--- src/rtl/imem_loader_pkg.sv ---
// Shared types and constants for the instruction-memory boot loader.
// Holds the FSM state encoding, memory geometry and the running-checksum helper.
package imem_loader_pkg;

    localparam int unsigned IMEM_AW = 8;
    localparam int unsigned IMEM_DW = 32;

    localparam logic [7:0] SYNC_BYTE_DEF = 8'hA5;

    typedef enum logic [2:0] {
        ST_IDLE  = 3'd0,
        ST_COUNT = 3'd1,
        ST_DATA  = 3'd2,
        ST_CKSUM = 3'd3,
        ST_DONE  = 3'd4
    } state_t;

    function automatic logic [7:0] cksum_add(input logic [7:0] sum, input logic [7:0] b);
        return sum + b;
    endfunction

endpackage

--- src/rtl/imem_loader_if.sv ---
// Byte-stream input and instruction-memory write port of the boot loader.
// master = stream source / memory side, slave = the loader.
interface imem_loader_if;
    import imem_loader_pkg::*;

    logic               in_valid;
    logic [7:0]         in_data;
    logic               in_ready;
    logic               mem_en;
    logic [IMEM_AW-1:0] mem_addr;
    logic [IMEM_DW-1:0] mem_wdata;

    modport master (
        output in_valid, in_data,
        input  in_ready, mem_en, mem_addr, mem_wdata
    );

    modport slave (
        input  in_valid, in_data,
        output in_ready, mem_en, mem_addr, mem_wdata
    );

endinterface

--- src/rtl/imem_loader_word_packer.sv ---
// Packs little-endian bytes into 32-bit words; the word is presented together
// with the 4th byte so the caller can register it with one cycle of latency.
module word_packer
    import imem_loader_pkg::*;
(
    input  logic               clk,
    input  logic               rst,
    input  logic               clr,
    input  logic               byte_valid,
    input  logic [7:0]         byte_data,
    output logic               word_ready,
    output logic [IMEM_DW-1:0] word
);

    logic [1:0]  lane_r;
    logic [23:0] lanes_r;

    // Lower three lanes collect bytes; the top lane is taken straight from the input
    always_ff @(posedge clk or posedge rst) begin
        if (rst) begin
            lane_r  <= 2'd0;
            lanes_r <= 24'd0;
        end else if (clr) begin
            lane_r  <= 2'd0;
            lanes_r <= 24'd0;
        end else if (byte_valid) begin
            lane_r <= lane_r + 2'd1;
            case (lane_r)
                2'd0:    lanes_r[7:0]   <= byte_data;
                2'd1:    lanes_r[15:8]  <= byte_data;
                2'd2:    lanes_r[23:16] <= byte_data;
                default: lanes_r        <= lanes_r;
            endcase
        end
    end

    assign word_ready = byte_valid && (lane_r == 2'd3);
    assign word       = {byte_data, lanes_r};

endmodule

--- src/rtl/imem_loader.sv ---
// Boot loader: parses SYNC, N, 4*N payload bytes into instruction-memory writes
// and holds the core while loading. Optional trailing checksum: IMEM_LOADER_CKSUM_EN.
module imem_loader
    import imem_loader_pkg::*;
#(
    parameter logic [7:0]  SYNC_BYTE     = SYNC_BYTE_DEF,
    parameter logic [15:0] TIMEOUT       = 16'd50000,
    parameter logic        HOLD_AT_RESET = 1'b0
) (
    input  logic         clk,
    input  logic         rst,
    imem_loader_if.slave bus,
    output logic         cpu_hold,
    output logic         busy,
    output logic         done,
    output logic         err
);

`ifdef IMEM_LOADER_CKSUM_EN
    localparam state_t ST_AFTER_DATA = ST_CKSUM;
`else
    localparam state_t ST_AFTER_DATA = ST_DONE;
`endif

    state_t             state_r;
    state_t             state_s;
    logic               in_ready_s;
    logic               busy_s;
    logic               done_s;
    logic               accept_s;
    logic               timeout_s;
    logic               err_evt_s;
    logic               cksum_bad_s;
    logic               pack_valid_s;
    logic               word_ready_s;
    logic [IMEM_DW-1:0] word_s;

    logic               mem_en_r;
    logic [IMEM_AW-1:0] mem_addr_r;
    logic [IMEM_DW-1:0] mem_wdata_r;
    logic [8:0]         words_left_r;
    logic [15:0]        timer_r;
    logic               cpu_hold_r;
    logic               err_r;

    assign accept_s     = bus.in_valid && in_ready_s;
    assign pack_valid_s = accept_s && (state_r == ST_DATA);
    assign timeout_s    = ((state_r == ST_COUNT) || (state_r == ST_DATA) || (state_r == ST_CKSUM))
                          && (timer_r == TIMEOUT);

`ifdef IMEM_LOADER_CKSUM_EN
    logic [7:0] sum_r;

    // Running sum over N and every payload byte
    always_ff @(posedge clk or posedge rst) begin
        if (rst) begin
            sum_r <= 8'd0;
        end else if (accept_s && (state_r == ST_COUNT)) begin
            sum_r <= bus.in_data;
        end else if (pack_valid_s) begin
            sum_r <= cksum_add(sum_r, bus.in_data);
        end
    end

    assign cksum_bad_s = accept_s && (state_r == ST_CKSUM) && (bus.in_data != sum_r);
`else
    assign cksum_bad_s = 1'b0;
`endif

    assign err_evt_s = timeout_s || cksum_bad_s;

    word_packer u_packer (
        .clk        (clk),
        .rst        (rst),
        .clr        (state_r != ST_DATA),
        .byte_valid (pack_valid_s),
        .byte_data  (bus.in_data),
        .word_ready (word_ready_s),
        .word       (word_s)
    );

    // FSM state register
    always_ff @(posedge clk or posedge rst) begin
        if (rst) begin
            state_r <= ST_IDLE;
        end else begin
            state_r <= state_s;
        end
    end

    // Next-state logic; a timeout abort takes priority over any byte in flight
    always_comb begin
        state_s = state_r;
        case (state_r)
            ST_IDLE: begin
                if (accept_s && (bus.in_data == SYNC_BYTE)) state_s = ST_COUNT;
                else                                        state_s = ST_IDLE;
            end
            ST_COUNT: begin
                if (timeout_s)     state_s = ST_IDLE;
                else if (accept_s) state_s = ST_DATA;
                else               state_s = ST_COUNT;
            end
            ST_DATA: begin
                if (timeout_s)                   state_s = ST_IDLE;
                else if (words_left_r == 9'd0)   state_s = ST_AFTER_DATA;
                else                             state_s = ST_DATA;
            end
`ifdef IMEM_LOADER_CKSUM_EN
            ST_CKSUM: begin
                if (timeout_s)        state_s = ST_IDLE;
                else if (cksum_bad_s) state_s = ST_IDLE;
                else if (accept_s)    state_s = ST_DONE;
                else                  state_s = ST_CKSUM;
            end
`endif
            ST_DONE: state_s = ST_IDLE;
            default: state_s = ST_IDLE;
        endcase
    end

    // State-decoded outputs; DATA stops accepting while the final word is being written
    always_comb begin
        in_ready_s = 1'b0;
        busy_s     = 1'b1;
        done_s     = 1'b0;
        case (state_r)
            ST_IDLE: begin
                in_ready_s = 1'b1;
                busy_s     = 1'b0;
            end
            ST_COUNT: in_ready_s = 1'b1;
            ST_DATA:  in_ready_s = (words_left_r != 9'd0);
            ST_CKSUM: in_ready_s = 1'b1;
            ST_DONE:  done_s     = 1'b1;
            default: begin
                in_ready_s = 1'b0;
                busy_s     = 1'b0;
            end
        endcase
    end

    // Write port, word counter, idle timer, core hold and error pulse
    always_ff @(posedge clk or posedge rst) begin
        if (rst) begin
            mem_en_r     <= 1'b0;
            mem_addr_r   <= 8'd0;
            mem_wdata_r  <= 32'd0;
            words_left_r <= 9'd0;
            timer_r      <= 16'd0;
            cpu_hold_r   <= HOLD_AT_RESET;
            err_r        <= 1'b0;
        end else begin
            mem_en_r <= word_ready_s;
            err_r    <= err_evt_s;

            if (word_ready_s) begin
                mem_wdata_r <= word_s;
            end

            if (accept_s && (state_r == ST_COUNT)) begin
                mem_addr_r   <= 8'd0;
                words_left_r <= (bus.in_data == 8'd0) ? 9'd256 : {1'b0, bus.in_data};
            end else begin
                if (mem_en_r) begin
                    mem_addr_r <= mem_addr_r + 8'd1;
                end
                if (word_ready_s) begin
                    words_left_r <= words_left_r - 9'd1;
                end
            end

            if (accept_s || (state_r == ST_IDLE) || (state_r == ST_DONE)) begin
                timer_r <= 16'd0;
            end else if (timer_r != TIMEOUT) begin
                timer_r <= timer_r + 16'd1;
            end

            // An aborted frame leaves the hold set: the image in memory is partial
            if ((state_r == ST_IDLE) && accept_s && (bus.in_data == SYNC_BYTE)) begin
                cpu_hold_r <= 1'b1;
            end else if (state_r == ST_DONE) begin
                cpu_hold_r <= 1'b0;
            end
        end
    end

    assign bus.in_ready  = in_ready_s;
    assign bus.mem_en    = mem_en_r;
    assign bus.mem_addr  = mem_addr_r;
    assign bus.mem_wdata = mem_wdata_r;
    assign cpu_hold      = cpu_hold_r;
    assign busy          = busy_s;
    assign done          = done_s;
    assign err           = err_r;

endmodule

--- src/flat_wrapper.sv ---
// flat-port wrapper written by rule: the top's interface ports become plain ports
module imem_loader_flat import imem_loader_pkg::*;
#(
    parameter logic [7:0]  SYNC_BYTE     = SYNC_BYTE_DEF,
    parameter logic [15:0] TIMEOUT       = 16'd50000,
    parameter logic        HOLD_AT_RESET = 1'b0
)
  (clk, rst, cpu_hold, busy, done, err, bus_in_valid, bus_in_data, bus_in_ready, bus_mem_en, bus_mem_addr, bus_mem_wdata);
  imem_loader_if bus_i ();
  input  logic clk;
  input  logic rst;
  output logic cpu_hold;
  output logic busy;
  output logic done;
  output logic err;
  input wire logic [$bits(bus_i.in_valid)-1:0] bus_in_valid;
  input wire logic [$bits(bus_i.in_data)-1:0] bus_in_data;
  output wire logic [$bits(bus_i.in_ready)-1:0] bus_in_ready;
  output wire logic [$bits(bus_i.mem_en)-1:0] bus_mem_en;
  output wire logic [$bits(bus_i.mem_addr)-1:0] bus_mem_addr;
  output wire logic [$bits(bus_i.mem_wdata)-1:0] bus_mem_wdata;
  assign bus_i.in_valid = bus_in_valid;
  assign bus_i.in_data = bus_in_data;
  assign bus_in_ready = bus_i.in_ready;
  assign bus_mem_en = bus_i.mem_en;
  assign bus_mem_addr = bus_i.mem_addr;
  assign bus_mem_wdata = bus_i.mem_wdata;
  imem_loader #(.SYNC_BYTE(SYNC_BYTE), .TIMEOUT(TIMEOUT), .HOLD_AT_RESET(HOLD_AT_RESET)) u_core (.clk(clk), .rst(rst), .bus(bus_i), .cpu_hold(cpu_hold), .busy(busy), .done(done), .err(err));
endmodule
--- config.mk ---
export PLATFORM = sky130hd
export DESIGN_NAME = imem_loader_flat
export DESIGN_NICKNAME = d
export VERILOG_FILES = /design/src/rtl/imem_loader_pkg.sv /design/src/rtl/imem_loader_if.sv /design/src/rtl/imem_loader_word_packer.sv /design/src/rtl/imem_loader.sv /design/src/flat_wrapper.sv
export SDC_FILE = /design/constraint.sdc
export NUM_CORES = 1
export LEC_CHECK = 0
export CAP_MARGIN = 5
export CORE_MARGIN = 2
export CORE_UTILIZATION = 39
export CTS_CLUSTER_SIZE = 14
export DETAILED_ROUTE_END_ITERATION = 16
export SETUP_SLACK_MARGIN = 0.05
export SLEW_MARGIN = 20
export SYNTH_ARGS = -nofsm -noshare
export SYNTH_HDL_FRONTEND = slang
export SYNTH_HIERARCHICAL = 1
export SYNTH_SLANG_ARGS = --single-unit
--- constraint.sdc ---
create_clock -name clk -period 7.09 [get_ports clk]
set_clock_uncertainty 0.1 [all_clocks]
set_input_delay 0.709 -clock clk [delete_from_list [all_inputs] [get_ports clk]]
set_output_delay 0.709 -clock clk [all_outputs]
set_load 0.005 [all_outputs]
Word level (Yosys, flattened, before mapping). Cells that the tools add are included.

Mux-type cells: 25. Equal/unequal tests: 11. Add/subtract/negate cells: 4. Reductions and logical operators: 30.

Operators with widths (number): 2-to-1 mux 24 bit (2); 2-to-1 mux 8 bit (5); 2-to-1 mux 16 bit (2); 2-to-1 mux 9 bit (3); adder 16 x 1 -> 16 bit (second input constant) (1); equality test 16 bit (second input constant) (1); != test 16 bit (second input constant) (1); nonzero test 2 bit (8); logical NOT 9 bit (1); 2-to-1 mux 3 bit (3); case mux 3 bit (3 select lines) (1); nonzero test 9 bit (1); subtractor 9 x 1 -> 9 bit (second input constant) (1); adder 8 x 1 -> 8 bit (second input constant) (1); equality test 8 bit (second input constant) (1); logical AND 1 bit (8); logical NOT 8 bit (1); equality test 3 x 2 -> 1 bit (second input constant) (2); 2-to-1 mux 2 bit (3); AND reduction 2 bit (3); 2-to-1 mux 1 bit (5); equality test 2 bit (second input constant) (2); logical OR 1 bit (4); OR reduction 4 bit (1); other kinds (9) (9).

Bits of input ports: 11. Bits in registers: 97. Output and inout bits: 46.

Logic depth before layout (Yosys ltp). Gate-level depths: netlist of run 1.

Depth in word-level cells: 8. Depth in mapped cells: 12. Gate-level depth less buffers: 10.

Modules after synthesis. The synthesis of run 1 kept the hierarchy.

Modules (own cells, without submodules): imem_loader (area an instance 3214.3 sq um, cells an instance 278, instances 1, sequential area each 1776.7 sq um); word_packer (area an instance 1322.5 sq um, cells an instance 113, instances 1, sequential area each 650.6 sq um).

Least setup slack after synthesis of run 1. OpenSTA, ideal clock, no wires.

Path type: reg2reg. Start point: register u_core.state_r[2]. End point: register u_core.words_left_r[5]. Setup time: 0.083 ns. Path slack: 4.307 ns. Data required time: 6.907 ns. Cell stages (with the launch flop): 11. Arrival time: 2.600 ns. Buffers on the path: 3. Cells stage by stage: dfrtp_1 > clkbuf_1 > or3_1 > nor3b_1 > buf_6 > and2_1 > clkbuf_1 > nor4b_1 > nand2_1 > xor2_1 > o21ai_0.

Word-level cells in the longest chain between the ends: 7.

RTL lines: start: declaration (RTL line imem_loader.sv:25) `state_t state_r;`; start signal: assignment (RTL line imem_loader.sv:87) `state_r <= state_s;`; equality test 3 x 1 -> 1 bit (tied with other cells) (RTL line imem_loader.sv:127) `case (state_r)`; OR reduction 3 bit (no line); case mux 1 bit (2 select lines) (RTL line imem_loader.sv:127); logical AND 1 bit (RTL line imem_loader.sv:46) `assign accept_s = bus.in_valid && in_ready_s;`; logical AND 1 bit * (RTL line imem_loader.sv:47) `assign pack_valid_s = accept_s && (state_r == ST_DATA);`; net u_core.pack_valid_s (RTL line imem_loader.sv:34) `logic pack_valid_s;`; logical AND 1 bit * (RTL line imem_loader_word_packer.sv:37) `assign word_ready = byte_valid && (lane_r == 2'd3);`; net u_core.word_ready_s (RTL line imem_loader.sv:35) `logic word_ready_s;`; nonzero test 2 bit (no line) *; end signal: assignment (RTL line imem_loader.sv:163) `words_left_r <= (bus.in_data == 8'd0) ? 9'd256 : {1'b0, bus.in_data};`; end signal: assignment (RTL line imem_loader.sv:169) `words_left_r <= words_left_r - 9'd1;`; end: declaration (RTL line imem_loader.sv:41) `logic [8:0] words_left_r;`.

Mark *: on every way through the listed nets, which the timed path passes. The rest lies on a longest branch. A chain may end at the register's enable or synchronous reset.

Worst setup path after layout of run 1.
Start point: register u_core.state_r[0]. End point: register u_core.words_left_r[8].

Same word-level chain as after synthesis.

==> impl_metrics.json, run 1 <==
{
  "drc": 0,
  "fp.dieW_um": 112,
  "drt_iter0_markers": 154,
  "cts_inserted_buffers": 9,
  "yosys-top-cells-area": "dfrtp_1 54%, mux2_2 8.2%, mux2i_1 6.0%, nand2b_1 4.7%, xnor2_1 2.7%",
  "gr-usage-all-layers_pct": 15.5,
  "finalSetupTns_ps": 0,
  "postCtsResizedCells": 0,
  "crit_slowest_cell": "nor3b_1",
  "clock_sinks": 97,
  "synth_warnings": 6,
  "synth-async-reset-ratio_pct": 100,
  "status": "completed",
  "grt_pass1_wl_um": 15500,
  "drv_cap": 0,
  "cts_root_buf": "clkbuf_16",
  "cp_data_required_time_ps": 7200,
  "ys_seq_elements": 97,
  "grt_overflow": 0,
  "postSynthAreaPerCell_um2": 11.6,
  "p_int_uw": 920,
  "nets": 457,
  "ys_seq_area_share_pct": 53.5,
  "place.detailed.hpwl_um": 6230,
  "dr_total_vias": 2910,
  "slowest_delay_ps": 930,
  "hold_buffers": 0,
  "period_needed_ps": 3800,
  "holdPathStages": 1,
  "pwr-share-seq_pct": 48.2,
  "portBuffers": 56,
  "cp.arrival_ps": 3910,
  "coreArea_um2": 11400,
  "sw_frac_of_total_pct": 24.6,
  "tightest_slew_ps": 976,
  "rr_worst_depth": 9,
  "wirelength_um": 9180,
  "drive_above_1_share_pct": 14.1,
  "hold_viol": 0,
  "endpoint_kind": "flip-flop",
  "period_share_pct": 53.6,
  "use_met3_pct": 2.72,
  "routedWlPerCell_um": 15.7,
  "maxSlewViolCount": 0,
  "rsz0062_at_grt": "false",
  "num_io_pins": 57,
  "area_growth_pct": 20.1,
  "num_rows": 39,
  "layout_commonest_cell": "dfrtp_1",
  "combPwrFrac_pct": 11.9,
  "htreeDepth": 3,
  "postRouteAntennaNets": 0,
  "synth_cells": 391,
  "syn_nets": 411,
  "ys.flop_type": "dfrtp_1",
  "synthesis.area_um2": 4540,
  "synth_edf_count": 0,
  "die_area_um2": 12500,
  "final_cell_mix": "97 x dfrtp_1, 56 x clkdlybuf4s50_1, 34 x nand2b_1",
  "grt_pass1_vias": 2992,
  "cts_tree": "built",
  "p_leak_uw": 0.00240,
  "grt_max_degree": 72,
  "slew_headroom_pct": 34.8,
  "clk_path_buf_depth": 2,
  "p_clk_share_pct": 39.9,
  "top_usage_layer": "met2",
  "die_h_um": 112,
  "initial_core_util_pct": 39.9,
  "hold_class": "flip-flop to flip-flop",
  "p_per_area_nw_per_um2": 224,
  "avgViaCountPerCell": 4.98,
  "diodes": 0,
  "clk_pin_slew_ps": 70,
  "hold_ws_ps": 407,
  "cts_setup_buffers": 0,
  "max_freq_ghz": 0.263,
  "synth_area_leader_cell": "dfrtp_1",
  "gr-usage-met1_pct": 22.6,
  "switching_power_uw": 300,
  "first_pass_iters": 4,
  "crit_type": "flip-flop to flip-flop",
  "synthDistinctLibCells": 46,
  "setup_viol": 0,
  "gr-usage-met2_pct": 23.2,
  "critPathLaunchType": "flip-flop",
  "insertion_delay_ps": 340,
  "grt_antenna_before_repair": 0,
  "yosys.area.top_type_share_pct": 53.5,
  "worstPathMaxFanout": 37,
  "critical_path.cell_chain": "nor2_1 > or3_1 > nor3b_1 > and2_1 > buf_4 > nand3b_1 > nor3b_1 > xnor2_1 > o21ai_0",
  "critical_path.most_common_cell": "nor3b_1",
  "place_congestion": 0.789,
  "vdd_drop_max_mv": 0.0995
}
## synthesized netlist by cell type, drive strengths merged, types with 2 or more instances
cell	n
dfrtp	97
nand2b	34
mux2	33
mux2i	27
nor2	27
nand2	24
buf	15
xnor2	14
o21ai	13
xor2	12
inv	11
clkbuf	9
ha	9
nand3	9
nand4	7
a21oi	6
nor3	5
or4	5
and2	4
nor4	4
or3	4
and3	3
nor3b	3
nand3b	2
nor4b	2
o41ai	2
or4b	2
## per-layer routing
metal / vias to the layer above / wire (µm)
met1: 1433 / 4590
met2: 42 / 4210
li1: 1427 / -
met4: 0 / 131
met3: 8 / 250
met5: - / 0
## state kept, by name, summed over array words and instances (netlist names)
signal                   cells
u_core/bus.mem_addr          8
u_core/bus.mem_en            1
u_core/bus.mem_wdata        32
u_core/cpu_hold              1
u_core/err                   1
u_core/state_r               3
u_core/timer_r              16
u_core/u_packer/lane_r       2
u_core/u_packer/lanes_r     24
u_core/words_left_r          9
## final timing paths
path,start,to,slack (ps)
setup / recovery,u_core/state_r[0],u_core/words_left_r[8],3290
hold / removal,u_core/u_packer/lanes_r[4],u_core/bus.mem_wdata[4],410
setup reg to reg,u_core/state_r[0],u_core/words_left_r[8],3290
hold reg to reg,u_core/u_packer/lanes_r[4],u_core/bus.mem_wdata[4],410
max in group asynchronous,rst,u_core/bus.mem_addr[4],5390
min in group asynchronous,rst,u_core/u_packer/lanes_r[17],730
## final cells by class
| cell class | count | area (µm²) |
|---|---|---|
| inverters | 11 | 41.3 |
| well taps | 143 | 179 |
| fillers | 1058 | 5920 |
| repair buffers | 59 | 583 |
| flip-flops and latches | 97 | 2430 |
| multi-input cells | 259 | 1920 |
| clock inverters | 4 | 52.6 |
| clock buffers | 11 | 243 |
## power by group through the flow
stage / clock network, µW / logic, µW / registers (µW)
CTS: 495 / 147 / 588
floorplan: 0 / 101 / 594
finish: 487 / 145 / 588
global placement: 0 / 145 / 598
detailed placement: 0 / 147 / 598
global route: 522 / 161 / 590
## per-stage QoR
step	cells	utilization, %	setup WS (ps)	total power [µW]	instance area, µm²
after global placement	569	45.3	3430	743	5150
after global routing	584	47.9	2840	1270	5450
after detailed placement	569	45.3	3280	745	5150
after floorplan	391	-	4310	695	4540
after CTS	584	47.9	3250	1230	5450
final	584	47.9	3290	1220	5450
## worst max-delay path: cells and delay by family (launching register included)
family / cells / cell delay [ps]
buffers and inverters: 1 / 420
and+or+nand+nor: 6 / 2480
xor gates and xnor gates: 1 / 150
AOI/OAI and AO/OA: 1 / 90
DFF: 1 / 420
## cell families after synthesis
| family | Yosys count | share of synthesized area, % |
|---|---|---|
| compound gates | 25 | 3.17 |
| xor+xnor | 26 | 5.02 |
| fa+ha+maj | 9 | 2.48 |
| buf+inv | 35 | 4.11 |
| flops | 97 | 53.5 |
| mux | 60 | 14.1 |
| simple gates | 139 | 17.6 |
Note: power is estimated with default switching activity, not from simulation.
==> run 2, diff against run 1 <==
==> constraint.sdc (replaced) <==
create_clock -name clk -period 3.4 [get_ports clk]
set_clock_uncertainty 0.1 [all_clocks]
set_input_delay 0.34 -clock clk [delete_from_list [all_inputs] [get_ports clk]]
set_output_delay 0.34 -clock clk [all_outputs]
set_load 0.005 [all_outputs]
==> run 2 against run 1 <==
Effect of this change: non-clock buffer count rose by 3; total power grew 110%; combinational power grew 120%; largest cell class unchanged; largest power group unchanged.
==> impl_metrics.json, run 2 (synthesized netlist as in run 1, its figures left out) <==
{
  "grt_pass1_vias": 3074,
  "critPathTopFamily": "simple AND/OR/NAND/NOR gates",
  "status": "completed",
  "max_freq_ghz": 0.353,
  "finalSetupTns_ps": 0,
  "hold_class": "input pin to asynchronous set/reset pin",
  "setup_viol": 0,
  "cts_setup_buffers": 0,
  "fp.dieW_um": 112,
  "insertion_delay_ps": 340,
  "drive_above_1_share_pct": 14.8,
  "diodes": 0,
  "combPwrFrac_pct": 12.5,
  "die_h_um": 112,
  "cp_data_required_time_ps": 3550,
  "coreArea_um2": 11400,
  "die_area_um2": 12500,
  "critPathLaunch": "u_core/words_left_r[0]",
  "nets": 460,
  "first_pass_iters": 4,
  "grt_pass1_wl_um": 16000,
  "worstPathMaxFanout": 8,
  "largest_reg_flops": 32,
  "p_leak_uw": 0.00240,
  "postCtsResizedCells": 0,
  "cts_inserted_buffers": 9,
  "drt_iter0_markers": 116,
  "final_util_pct": 48.1,
  "postRouteAntennaNets": 0,
  "p_clk_share_pct": 38.6,
  "drv_cap": 0,
  "period_needed_ps": 2840,
  "clk_path_buf_depth": 2,
  "regToRegSetupSlack_ps": 560,
  "slowest_delay_ps": 560,
  "final_cell_mix": "97 x dfrtp_1, 56 x clkdlybuf4s50_1, 34 x nand2b_1",
  "wirelength_um": 9210,
  "crit_slowest_cell": "nor4b_1",
  "rr_worst_depth": 10,
  "grt_max_degree": 50,
  "grt_antenna_before_repair": 0,
  "grt_overflow": 0,
  "p_per_area_nw_per_um2": 458,
  "avgViaCountPerCell": 4.98,
  "place_congestion": 0.787,
  "hold_viol": 0,
  "critPathLaunchType": "flip-flop",
  "critical_path.cell_chain": "inv_1 > ha_1 > nor4b_1 > nand2_1 > nor3b_1 > and2_1 > nor4b_1 > nand2_1 > xor2_1 > o21ai_0",
  "switching_power_uw": 648,
  "fill_cells": 1058,
  "clock_sinks": 97,
  "clk_pin_slew_ps": 70,
  "portBuffers": 56,
  "vdd_drop_max_mv": 0.209,
  "endpoint_kind": "flip-flop",
  "drc": 0,
  "cts_tree": "built",
  "hold_buffers": 0,
  "cp.arrival_ps": 2990,
  "r2r_end": "u_core/words_left_r[7]",
  "cp_num_buf_inv": 1,
  "num_io_pins": 57,
  "regToRegStartpoint": "u_core/words_left_r[0]",
  "p_int_uw": 1860,
  "htreeDepth": 3,
  "num_rows": 39,
  "layout_commonest_cell": "dfrtp_1",
  "dr_total_vias": 2931,
  "tightest_slew_ps": 957,
  "area_growth_pct": 20.6,
  "sw_frac_of_total_pct": 25.9,
  "place.detailed.hpwl_um": 6240,
  "rsz0062_at_grt": "false",
  "pwr-share-seq_pct": 48.9,
  "cts_root_buf": "clkbuf_16",
  "gr-usage-all-layers_pct": 16.1,
  "initial_core_util_pct": 39.9,
  "maxSlewViolCount": 0,
  "period_share_pct": 83.4,
  "crit_type": "flip-flop to flip-flop",
  "slew_headroom_pct": 35.8,
  "routedWlPerCell_um": 15.7
}
run 2: changes by cell type in the layout (fill, tap and decap cells not counted):
cell | before | now
buf_4 | 3 | 5
buf_12 | 0 | 1
bufinv_16 | 1 | 0
clkinv_2 | 1 | 2
clkinvlp_4 | 0 | 1
inv_2 | 1 | 0
inv_6 | 1 | 2
run 2: layout make-up:
type	instances	area, µm²	area share (%)
flip-flops and latches	97	2430	44.4
clock inverters	5	38.8	0.709
well taps	143	179	3.27
multi-input cells	259	1920	35.1
inverters	11	42.5	0.777
repair buffers	62	618	11.3
clock buffers	11	243	4.44
run 2: how the worst max path moves through the flow:
stage | endpoint | slack (ps) | cells after the start
after global routing | u_core/words_left_r[5] | 280 | 10
final | u_core/words_left_r[7] | 560 | 10
after CTS | u_core/words_left_r[7] | 550 | 10
after global placement | u_core/words_left_r[7] | 620 | 8
after floorplan | u_core/words_left_r[5] | 620 | 10
after detailed placement | u_core/words_left_r[7] | 600 | 10
run 2: through the flow:
step / cells / setup slack, ps / hold slack, ps / total power, µW / instance area [µm²]
global placement: 572 / 623 / 391 / 1560 / 5190
finish: 588 / 565 / 366 / 2500 / 5470
CTS: 588 / 549 / 411 / 2540 / 5470
global route: 588 / 282 / 430 / 2620 / 5470
floorplan: 391 / 617 / 280 / 1450 / 4540
detailed placement: 572 / 602 / 395 / 1560 / 5190
run 2: power by group through the flow:
stage                     registers [µW]  logic (µW)  clock network (µW)
final                               1220         313                 967
after global routing                1230         348                1040
after CTS                           1220         319                 993
after detailed placement            1250         316                   0
after global placement              1250         315                   0
after floorplan                     1240         211                   0
run 2: per-layer routing:
layer	wire length [µm]	share of wire (%)	track usage (%)	vias up
met5	0	0	0	-
li1	-	-	-	1432
met1	4510	49	22.8	1446
met4	144	1.6	5.93	0
met3	247	2.7	2.99	12
met2	4320	47	24.7	41
